[src/rtl/recovery_state_store.sv]
// Checkpoint save area: captures x1..x31 and the PC into 32 words and serves them on the data bus.
// Optional RECOVERY_SAVE_BUS_WRITE_EN lets the bus write entries while no capture is running.
module recovery_state_store #(
  parameter logic [31:0] SAVE_BASE = 32'h1000_0080
) (
  input  logic        clk_i,
  input  logic        rst_i,
  input  logic        ckpt_req_i,
  input  logic [31:0] pc_i,
  input  logic        clear_i,
  output logic [4:0]  rf_raddr_o,
  input  logic [31:0] rf_rdata_i,
  output logic        ckpt_busy_o,
  output logic        ckpt_done_o,
  output logic        ckpt_valid_o,
  input  logic        req_i,
  input  logic        we_i,
  input  logic [31:0] addr_i,
  input  logic [31:0] wdata_i,
  output logic [31:0] rdata_o,
  output logic        rvalid_o
);

  localparam int unsigned AW        = 5;
  localparam int unsigned DW        = 32;
  localparam int unsigned N_ENTRIES = 32;
  localparam logic [AW-1:0] PC_IDX    = AW'(31);
  localparam logic [AW-1:0] LAST_REG  = AW'(31);
  localparam logic [AW-1:0] LAST_ENT  = AW'(30);

  typedef enum logic [1:0] {IDLE, READ, DRAIN} state_e;

  state_e          state_q, state_d;
  logic [AW-1:0]   cnt_q, cnt_d;
  logic [AW-1:0]   raddr_q, raddr_d;
  logic            busy_q, busy_d;
  logic            done_q, done_d;
  logic            valid_q, valid_d;
  logic            rvalid_q, rvalid_d;
  logic [DW-1:0]   rdata_q, rdata_d;
  logic [DW-1:0]   save_q [N_ENTRIES];

  logic            wr_en;
  logic [AW-1:0]   wr_idx;
  logic [DW-1:0]   wr_data;
  logic            bus_hit;
  logic [AW-1:0]   bus_idx;
  logic            bus_wr;

  assign bus_hit = (addr_i[31:7] == SAVE_BASE[31:7]);
  assign bus_idx = addr_i[6:2];

`ifdef RECOVERY_SAVE_BUS_WRITE_EN
  assign bus_wr = req_i && we_i && bus_hit && (state_q == IDLE);
  logic unused_addr_lsb;
  assign unused_addr_lsb = ^addr_i[1:0];
`else
  assign bus_wr = 1'b0;
  logic unused_bus_inputs;
  assign unused_bus_inputs = ^{addr_i[1:0], we_i, wdata_i};
`endif

  // State register
  always_ff @(posedge clk_i) begin
    if (rst_i) state_q <= IDLE;
    else       state_q <= state_d;
  end

  // Next-state logic; clear overrides every transition
  always_comb begin
    state_d = state_q;
    if (clear_i) begin
      state_d = IDLE;
    end else begin
      case (state_q)
        IDLE:    if (ckpt_req_i) state_d = READ;
        READ:    if (cnt_q == LAST_REG) state_d = DRAIN;
        DRAIN:   state_d = IDLE;
        default: state_d = IDLE;
      endcase
    end
  end

  // Outputs, counter and save-area write port
  always_comb begin
    cnt_d   = cnt_q;
    valid_d = valid_q;
    done_d  = 1'b0;
    wr_en   = 1'b0;
    wr_idx  = '0;
    wr_data = '0;
    if (clear_i) begin
      valid_d = 1'b0;
    end else begin
      case (state_q)
        IDLE: begin
          if (ckpt_req_i) begin
            wr_en   = 1'b1;
            wr_idx  = PC_IDX;
            wr_data = pc_i;
            cnt_d   = AW'(1);
            valid_d = 1'b0;
          end else if (bus_wr) begin
            wr_en   = 1'b1;
            wr_idx  = bus_idx;
            wr_data = wdata_i;
          end
        end
        READ: begin
          // Data returned now belongs to the address issued last cycle (cnt_q-1 -> entry cnt_q-2)
          if (cnt_q >= AW'(2)) begin
            wr_en   = 1'b1;
            wr_idx  = AW'(cnt_q - AW'(2));
            wr_data = rf_rdata_i;
          end
          cnt_d = AW'(cnt_q + AW'(1));
        end
        DRAIN: begin
          wr_en   = 1'b1;
          wr_idx  = LAST_ENT;
          wr_data = rf_rdata_i;
          done_d  = 1'b1;
          valid_d = 1'b1;
        end
        default: ;
      endcase
    end
    busy_d   = (state_d != IDLE);
    raddr_d  = (state_d == READ) ? cnt_d : '0;
    rvalid_d = req_i;
    rdata_d  = (req_i && bus_hit) ? save_q[bus_idx] : '0;
  end

  always_ff @(posedge clk_i) begin
    if (rst_i) begin
      cnt_q    <= '0;
      raddr_q  <= '0;
      busy_q   <= 1'b0;
      done_q   <= 1'b0;
      valid_q  <= 1'b0;
      rvalid_q <= 1'b0;
      rdata_q  <= '0;
    end else begin
      cnt_q    <= cnt_d;
      raddr_q  <= raddr_d;
      busy_q   <= busy_d;
      done_q   <= done_d;
      valid_q  <= valid_d;
      rvalid_q <= rvalid_d;
      rdata_q  <= rdata_d;
    end
  end

  // Save entries are intentionally not reset
  always_ff @(posedge clk_i) begin
    if (wr_en) save_q[wr_idx] <= wr_data;
  end

  assign rf_raddr_o   = raddr_q;
  assign ckpt_busy_o  = busy_q;
  assign ckpt_done_o  = done_q;
  assign ckpt_valid_o = valid_q;
  assign rvalid_o     = rvalid_q;
  assign rdata_o      = rdata_q;

endmodule
[config.mk]
export PLATFORM = sky130hd
export DESIGN_NAME = recovery_state_store
export DESIGN_NICKNAME = d
export VERILOG_FILES = /design/src/rtl/recovery_state_store.sv
export SDC_FILE = /design/constraint.sdc
export NUM_CORES = 1
export LEC_CHECK = 0
export CORE_MARGIN = 2
export CORE_UTILIZATION = 50
export CTS_BUF_LIST = sky130_fd_sc_hd__clkbuf_16
export DETAILED_ROUTE_END_ITERATION = 8
export PLACE_DENSITY = 0.68
export SYNTH_ARGS = -nofsm -noshare
export SYNTH_HDL_FRONTEND = slang
export SYNTH_SLANG_ARGS = --single-unit
[constraint.sdc]
create_clock -name clk_i -period 6 [get_ports clk_i]
set_input_delay 0.6 -clock clk_i [delete_from_list [all_inputs] [get_ports clk_i]]
set_output_delay 0.6 -clock clk_i [all_outputs]
set_load 0.005 [all_outputs]
==> flow_results.org, run 1 <==
** STA
- Total count of hold-check failures in the final report :: 0
- For the pin with the worst max-slew slack, the measured transition is 1.22 ns.
- Setup violations remaining at the end of the flow were counted as 0.
- Summed over all failing endpoints, the final setup total negative slack is 0 ns.
- Measured against its own limit, the worst slew margin works out to 0.186.
- Post-layout min period :: 4.09 ns
- For the final database, setup skew stands at 0.0277 ns.
- The max-slew violation count was 0.
- Setup repair after global routing left no endpoint under its margin.
- Upper clock frequency limit :: 244 MHz
- Ratio of final minimum period to clock period :: 0.682

** Flow run
- Max-cap violations in this run came to 0.

** Clock tree
- The H-tree generated during clock tree synthesis spans 3 levels.
- Gates resized during post-CTS repair numbered 0.
- Hold-fix buffers at CTS :: 0
- Clock tree from TritonCTS :: yes
- Number of buffers added by the clock tree synthesis step :: 106
- Num Clock Sinks :: 1072
- The later pin in the worst-skew pair is clocked with a latency of 0.67 ns.
- Post-CTS timing repair inserted 0 buffers for setup.
- Clock tree synthesis selected as its root buffer the cell clkbuf_16.
- After clock tree synthesis, the clock-pin slew on the worst setup and hold paths is 0.06 ns.
- Counting along the longest clock path gives a buffer depth of 3.

** Drt
- Highest Signal Layer :: met4
- Using the TritonRoute via totals, the vias-per-cell ratio works out to 6.33.
- The detailed router put a total of 41.1 mm of wire on met1.
- For this run, the detailed router's first-pass iteration total came to 9.
- The final layout contains routed wiring with a total length of 104 mm.
- DRC errors left :: 0
- Once detail routing completed, the nets flagged for antenna violations numbered 0.
- Number of vias in the routed layout :: 22300
- Dividing the detail-routed wire length by the instance count gives 29.5 um.
- Detailed Route Iter0 Violations :: 2538
- WL met3 :: 9.05 mm
- Met2 WL post-DR :: 50.3 mm

** Setup path
- Along the worst path, the maximum fanout reaches 17.
- For the worst flop-to-flop path, the logic depth is 7.
- The worst register-to-register path has a setup slack of 1.91 ns.
- The worst register-to-register path begins at cnt_q[1].
- For this design, the slowest cell found on the critical path is or4_1.
- The worst setup path is of the flop to flop kind.
- Buffers and inverters on the worst path :: 2
- STA classifies the critical path endpoint as a flop.
- On the worst path, the slowest cell contributes a delay of 0.93 ns.
- STA classifies the critical path startpoint as a flop.
- Reg-to-reg endpoint :: save_q[12][27]
- The critical path goes through inv_1 > ha_1 > nand2b_1 > o311ai_2 > or4_1 > nor2_4 > buf_4.
- Among cell families on the critical path, the largest total delay comes from simple AND/OR/NAND/NOR gates.
- Worst EP arrival :: 4.39 ns
- For the worst setup path, the data required time is 6.30 ns.

** Hold path
- Worst hold path depth :: 2
- The startpoint identified for the worst hold timing path is req_i.
- The worst hold path belongs to the class input port to flop.
- Sink of the worst hold path :: rvalid_o

** Synthesis
- Total number of yosys warnings :: 0
- Counting flops and latches in the post-synthesis netlist gives 1072.
- Synth Flop Type :: edfxtp_1
- Synthesized Nets :: 2289
- The synthesized design contains 1024 enable-type register cells.
- Of the synthesized area, sequential elements account for 0.761.
- Among all cell types in the netlist, the one instantiated most often is edfxtp_1.
- Averaged over all synthesized cells, the footprint is 19.4 um2.
- Of the post-synthesis cell area, the dominant cell type holds 0.738.
- The mapped netlist covers 0.0417 mm2.
- Counting every instance in the synthesized netlist gives 2150.
- Post-synth top area cell :: edfxtp_1
- Commonest cells in the synthesized netlist :: edfxtp_1, mux2i_1, mux4_2, a221oi_1, nor2_1
- Number of library cell types mapped by synthesis :: 56
- Fraction of synthesis flops using an asynchronous set or reset pin :: 0
- Largest cells by area after synthesis :: edfxtp_1, mux4_2, mux2i_1, dfxtp_1, a221oi_1

** Final layout
- The final layout contains 2491 nets.
- Number of inserted diodes :: 0
- Layout cells sized above 1 :: 0.182
- Relative to the synthesized area, the layout overhead comes to 15.8%.

** Place
- At the end of routability-driven placement, the weighted congestion stood at 0.761.
- PortBufs :: 139
- Detailed placement ended at an HPWL of 56.7 mm.

** Floorplanning
- Die height :: 293 um
- 175 I/O pins were placed.
- Measured along the x axis, the die boundary spans 293 um.
- The floorplan has 105 rows.
- Initial core utilization :: 0.506
- Full die area :: 0.0856 mm2
- Placeable core area :: 0.0822 mm2

** GRT
- For this run, the total global-route usage over all layers was measured as 0.242.
- Antenna violations before repair :: 1
- Entering global routing, the biggest net connects 109 pins.
- The number of global-route vias before repair is 22600.
- The first global-routing pass estimated 150 mm of wire.
- Global route total overflow :: 0

** Power
- Of the total power, the share spent switching nets is 0.206.
- For this design the static power due to leakage is 0.0158 uW.
- Post-layout total power :: 15500 uW
- For this design the total switching power over the nets is 3200 uW.
- Of the total power, registers draw 0.527.
- IR analysis of the VDD net gives a maximum drop of 0.000237 V.
- Cell Pwr Density :: 322 mW/mm2
- The internal portion of the total power is 12300 uW.
- Relative contribution of the clock network to total power :: 0.428
- Of the total power, combinational logic draws 0.045.

** Run status
- The flow ran to the end, and the final reports show no timing, DRC or antenna violations.
[logic make-up after synthesis]
group | share of synthesized area
mux | 0.131
compound gates | 0.0634
flops | 0.761
xor+xnor | 0.000421
simple gates | 0.0243
buf+inv | 0.0183
fa+ha+maj | 0.00150
[routing by layer]
layer	up-vias	GRT usage
li1	9357	-
met1	11600	0.334
met2	1132	0.395
met3	185	0.0393
met4	0	0.0858
met5	-	0
[worst register-to-register path, stage by stage, from the launching register on]
cell,delay [ns]
dfxtp_1,0.55
inv_1,0.19
ha_1,0.27
nand2b_1,0.13
o311ai_2,0.22
or4_1,0.94
nor2_4,0.88
buf_4,0.55
[flip-flops by register name, indices dropped and copies added (netlist names)]
name          count
cnt_q             5
state_q           2
ckpt_busy_o       1
save_q         1024
rdata_o          32
ckpt_valid_o      1
rf_raddr_o        5
rvalid_o          1
ckpt_done_o       1
[placed cells by master, fill, tap and decap left out, types with 7 or more instances in the layout]
master,n
a21oi_1,29
a221o_1,20
a221oi_1,108
a22oi_1,40
a311oi_1,12
a31o_1,8
buf_12,8
buf_4,80
bufinv_16,14
clkbuf_16,108
clkdlybuf4s50_1,135
clkinv_1,27
clkinv_2,17
clkinvlp_4,8
dfxtp_1,48
edfxtp_1,1024
inv_1,27
mux2i_1,256
mux4_2,128
nand2_1,43
nand2b_1,13
nand3_1,7
nor2_1,66
nor2_2,8
nor2_4,29
nor3_1,11
o2111a_1,7
o21a_1,17
o21ai_0,23
o31ai_1,12
o32ai_1,12
or2_2,13
[metrics by stage]
step | util | area [um2] | hold slack [ns] | cells | worst slack (ns)
4_1_cts | 0.586 | 48200 | 0.513 | 3516 | 1.97
3_5_place_dp | 0.543 | 44700 | 0.541 | 3314 | 1.84
6_report | 0.586 | 48200 | 0.553 | 3516 | 1.91
5_1_grt | 0.586 | 48200 | 0.542 | 3516 | 1.82
3_3_place_gp | 0.543 | 44700 | 0.539 | 3314 | 1.95
2_1_floorplan | - | 41700 | 0.506 | 2150 | 0.890
[area by class of cell]
type	instances	area, um2
fillers	5956	34000
flip-flops and latches	1072	31700
multi-input cells	939	9470
clock buffers	108	2700
repair buffers	225	2140
well taps	1070	1340
clock inverters	94	831
inverters	8	30.0
[worst max path at each step]
stage | from | to | slack (ns) | cells past startpoint
floorplan | cnt_q[1] | save_q[5][0] | 0.89 | 7
global placement | clear_i | save_q[20][29] | 1.95 | 5
detailed placement | clear_i | save_q[20][29] | 1.84 | 5
CTS | cnt_q[1] | save_q[12][27] | 1.97 | 7
global route | cnt_q[1] | save_q[12][27] | 1.82 | 7
finish | cnt_q[1] | save_q[12][27] | 1.91 | 7
[power groups by stage]
stage,combinational [uW],sequential [uW],clock [uW]
global route,751,8170,7030
detailed placement,702,8340,0
finish,702,8180,6650
CTS,704,8180,6720
floorplan,449,8340,0
global placement,687,8340,0
No activity file was read; power rests on OpenSTA's default activity.
==> run 2, diff against run 1 <==
clock period = 4.15 ns   (was 6 ns; I/O delays follow)
==> run 2 against run 1 <==
Against the previous run:
- total power grew 45%
- critical path depth grew 1
- flip-flop and latch count is the same
- combinational power grew 48%
- maximum frequency grew 13%
- register-to-register slack lost 1.4 ns
- sequential power grew 44%
- non-clock buffer count grew 28
- cell area grew 0.80%
- final cell count grew 0.77%
- setup slack lost 1.4 ns
- utilization grew 0.47 points
- largest power group unchanged
==> flow_results.org, run 2 (synthesis gave the netlist of run 1 again) <==
** Run status
- Result of the run :: completed (unchanged)

** Place
- The number of instances in the placed design is 3342 (was 3314).
- The post-placement setup slack came to 0.602 ns (was 1.84 ns).
- The cell area after placement was 0.0451 mm2 (was 0.0447 mm2).
- Detailed placement HPWL :: 55.9 mm (was 56.7 mm)
- The count of input and output buffers is 139 (unchanged).
- Final weighted congestion in routability-driven placement :: 0.774 (was 0.761)

** Clock tree
- Source-to-sink clock delay at the later pin of the worst-skew pair :: 0.66 ns (was 0.67 ns)
- CTS clk-pin slew, worst paths :: 0.06 ns (about the same)
- The clock tree from TritonCTS was yes (unchanged).
- Post-cts sizing count :: 0 (unchanged)
- Largest buffer count on any clock path :: 3 (unchanged)
- The clock buffer count from CTS came to 106 (unchanged).
- The number of H-tree branching levels is 3 (unchanged).
- Number of buffers added for setup after CTS :: 0 (unchanged)
- The CTS sink count is 1072 (unchanged).
- Cell chosen for the clock root :: clkbuf_16 (unchanged)
- The post-cts hold buffer count was 0 (unchanged).

** GRT
- The global-route wire length before repair was 153 mm (was 150 mm).
- Global route total overflow :: 0 (unchanged)
- The number of global-route vias before repair was 22700 (was 22600).
- Gr usage total :: 0.249 (was 0.242)
- The maximum number of pins on one net before global-route repair came to 89 (was 109).
- Antenna violations before repair :: 2 (was 1)

** Floorplanning
- Die height :: 293 um (unchanged)
- The number of ports placed on the die boundary came to 175 (unchanged).
- Die width :: 293 um (unchanged)
- Rows :: 105 (unchanged)
- Initial core utilization :: 0.506 (unchanged)
- Full die area :: 0.0856 mm2 (unchanged)
- The floorplan core area came to 0.0822 mm2 (unchanged).

** Final layout
- Post-route standard cell area excluding fillers :: 0.0486 mm2 (was 0.0482 mm2)
- FF+latch area :: 0.0317 mm2 (unchanged)
- Layout filler cell count :: 5876 (was 5956)
- The post-layout net count is 2519 (was 2491).
- Most used cells in the layout excluding fill and tap cells :: edfxtp_1, mux2i_1, clkdlybuf4s50_1, mux4_2, clkbuf_16 (was edfxtp_1, mux2i_1, clkdlybuf4s50_1, mux4_2)
- The number of flip-flops under the largest register name is 1024 (unchanged).
- Leading cell type in the layout, fill and taps excluded :: edfxtp_1 (unchanged)
- Count of non-filler cells in the finished layout :: 3543 (was 3516)
- Largest register by flop count :: save_q (unchanged)
- Area growth from synthesis to layout :: 16.7% (was 15.8%)
- Post-layout util :: 0.591 (was 0.586)
- Layout cells sized above 1 :: 0.191 (was 0.182)
- Multi-input logic area :: 0.00949 mm2 (was 0.00947 mm2)

** Setup path
- The launch point of the worst reg-to-reg path is cnt_q[0] (was cnt_q[1]).
- Maximum fanout encountered on the critical timing path :: 32 (was 17)
- The worst path arrival time is 3.90 ns (was 4.39 ns).
- The path depth of the worst reg2reg path is 8 (was 7).
- Worst R2R Setup Slack :: 0.54 ns (was 1.91 ns)
- Required time of the critical path :: 4.44 ns (was 6.30 ns)
- The category of the most critical setup path is flop to flop (unchanged).
- Reg-to-reg endpoint :: save_q[24][8] (was save_q[12][27])
- The endpoint type of the worst setup path was a flop (unchanged).
- Worst Setup Start Kind :: flop (unchanged)

** STA
- Total count of hold-check failures in the final report :: 0 (unchanged)
- The worst setup margin was 0.540 ns (was 1.91 ns).
- The final critical-path share of the clock period is 0.870 (was 0.682).
- Worst-case headroom to the max-slew limit :: 0.141 (was 0.186)
- Transition time of the tightest slew-check pin :: 1.29 ns (was 1.22 ns)
- The timing-limited maximum frequency was 277 MHz (was 244 MHz).
- Pins Over Slew Limit :: 0 (unchanged)
- RSZ-0062 raised after global routing: no (unchanged).
- The total setup violations reported at the end of the flow was 0 (unchanged).
- The time the final worst path needs with I/O delays and setup was 3.61 ns (was 4.09 ns).
- The final setup skew was 0.0169 ns (was 0.0277 ns).

** Drt
- The final routed DRC violation total came to 0 (unchanged).
- Number of vias in the routed layout :: 22500 (was 22300)
- The final wirelength is 106 mm (was 104 mm).
- The via density per instance was 6.36 (was 6.33).
- The antenna violation net count after detailed routing came to 0 (unchanged).
- The detailed-router iteration count before antenna repair is 5 (was 9).
- Detailed Route Iter0 Violations :: 2765 (was 2538)
- Post-detailed-route wirelength per cell :: 30.0 um (was 29.5 um)

** Power
- Share of total power in sequential cells :: 0.524 (was 0.527)
- The combinational power share is 0.046 (was 0.045).
- The worst IR drop on VDD was 0.000352 V (was 0.000237 V).
- Cell Pwr Density :: 464 mW/mm2 (was 322 mW/mm2)
- The total leakage power came to 0.0161 uW (was 0.0158 uW).
- Sw Pwr :: 4620 uW (was 3200 uW)
- Relative contribution of the clock network to total power :: 0.429 (was 0.428)
- The fraction of power spent switching nets came to 0.205 (was 0.206).
- The internal cell power came to 17900 uW (was 12300 uW).

** Flow run
- The count of max-cap constraint violations is 0 (unchanged).

** Hold path
- The hold-critical path depth was 2 (unchanged).
- The critical hold path startpoint is req_i (unchanged).
- The capture endpoint of the worst hold path was rvalid_o (unchanged).
- The class of the tightest hold or removal check is input port to flop (unchanged).
## run 2: changes by cell type in the layout (fill, tap and decap cells not counted), moves of 4 or more
cell	change
buf_4	+16
buf_12	+12
clkinv_1	-6
clkinv_2	+5
clkinvlp_4	-4
inv_1	+4
## run 2: worst max-delay path by stage
stage | start | endpoint | depth (start not counted)
2_1_floorplan | cnt_q[0] | save_q[25][0] | 8
3_3_place_gp | cnt_q[0] | save_q[26][8] | 8
3_5_place_dp | cnt_q[0] | save_q[20][8] | 8
4_1_cts | cnt_q[0] | save_q[14][8] | 8
5_1_grt | cnt_q[0] | save_q[24][8] | 8
6_report | cnt_q[0] | save_q[24][8] | 8
## run 2: final cells by class
class                   instances  share of cell area
inverters                       8            0.000618
clock buffers                 111              0.0571
diodes                          1           0.0000515
flip-flops and latches       1072               0.652
clock inverters                89              0.0157
well taps                    1070              0.0275
multi-input cells             939               0.195
repair buffers                253              0.0514
## run 2: critical path, cell delays in order, from the launching register on
cell	delay [ns]
dfxtp_1	0.56
inv_1	0.12
ha_1	0.21
nor2b_1	0.15
o311ai_2	0.73
nand2_2	0.32
buf_4	0.29
a22oi_1	0.48
nor2_2	0.36
## run 2: per-stage QoR
stage / hold WS, ns / total power (uW) / setup TNS (ns)
floorplan: 0.494 / 12700 / -0.847
global placement: 0.522 / 13100 / 0
detailed placement: 0.512 / 13100 / 0
CTS: 0.320 / 22600 / 0
global route: 0.386 / 23100 / 0
finish: 0.358 / 22500 / 0
## run 2: routing by layer
layer | global-route usage | vias to the layer above | share of wire
met4 | 0.0809 | 0 | 0.030
li1 | - | 9416 | -
met5 | 0 | - | 0
met3 | 0.0424 | 197 | 0.086
met2 | 0.398 | 1125 | 0.48
met1 | 0.351 | 11800 | 0.41
## run 2: power by group through the flow
stage / Sequential, uW / Combinational [uW] / Clock, uW
2_1_floorplan: 12100 / 649 / 0
6_report: 11800 / 1040 / 9680
5_1_grt: 11800 / 1110 / 10200
3_3_place_gp: 12100 / 1010 / 0
4_1_cts: 11800 / 1040 / 9780
3_5_place_dp: 12100 / 1040 / 0
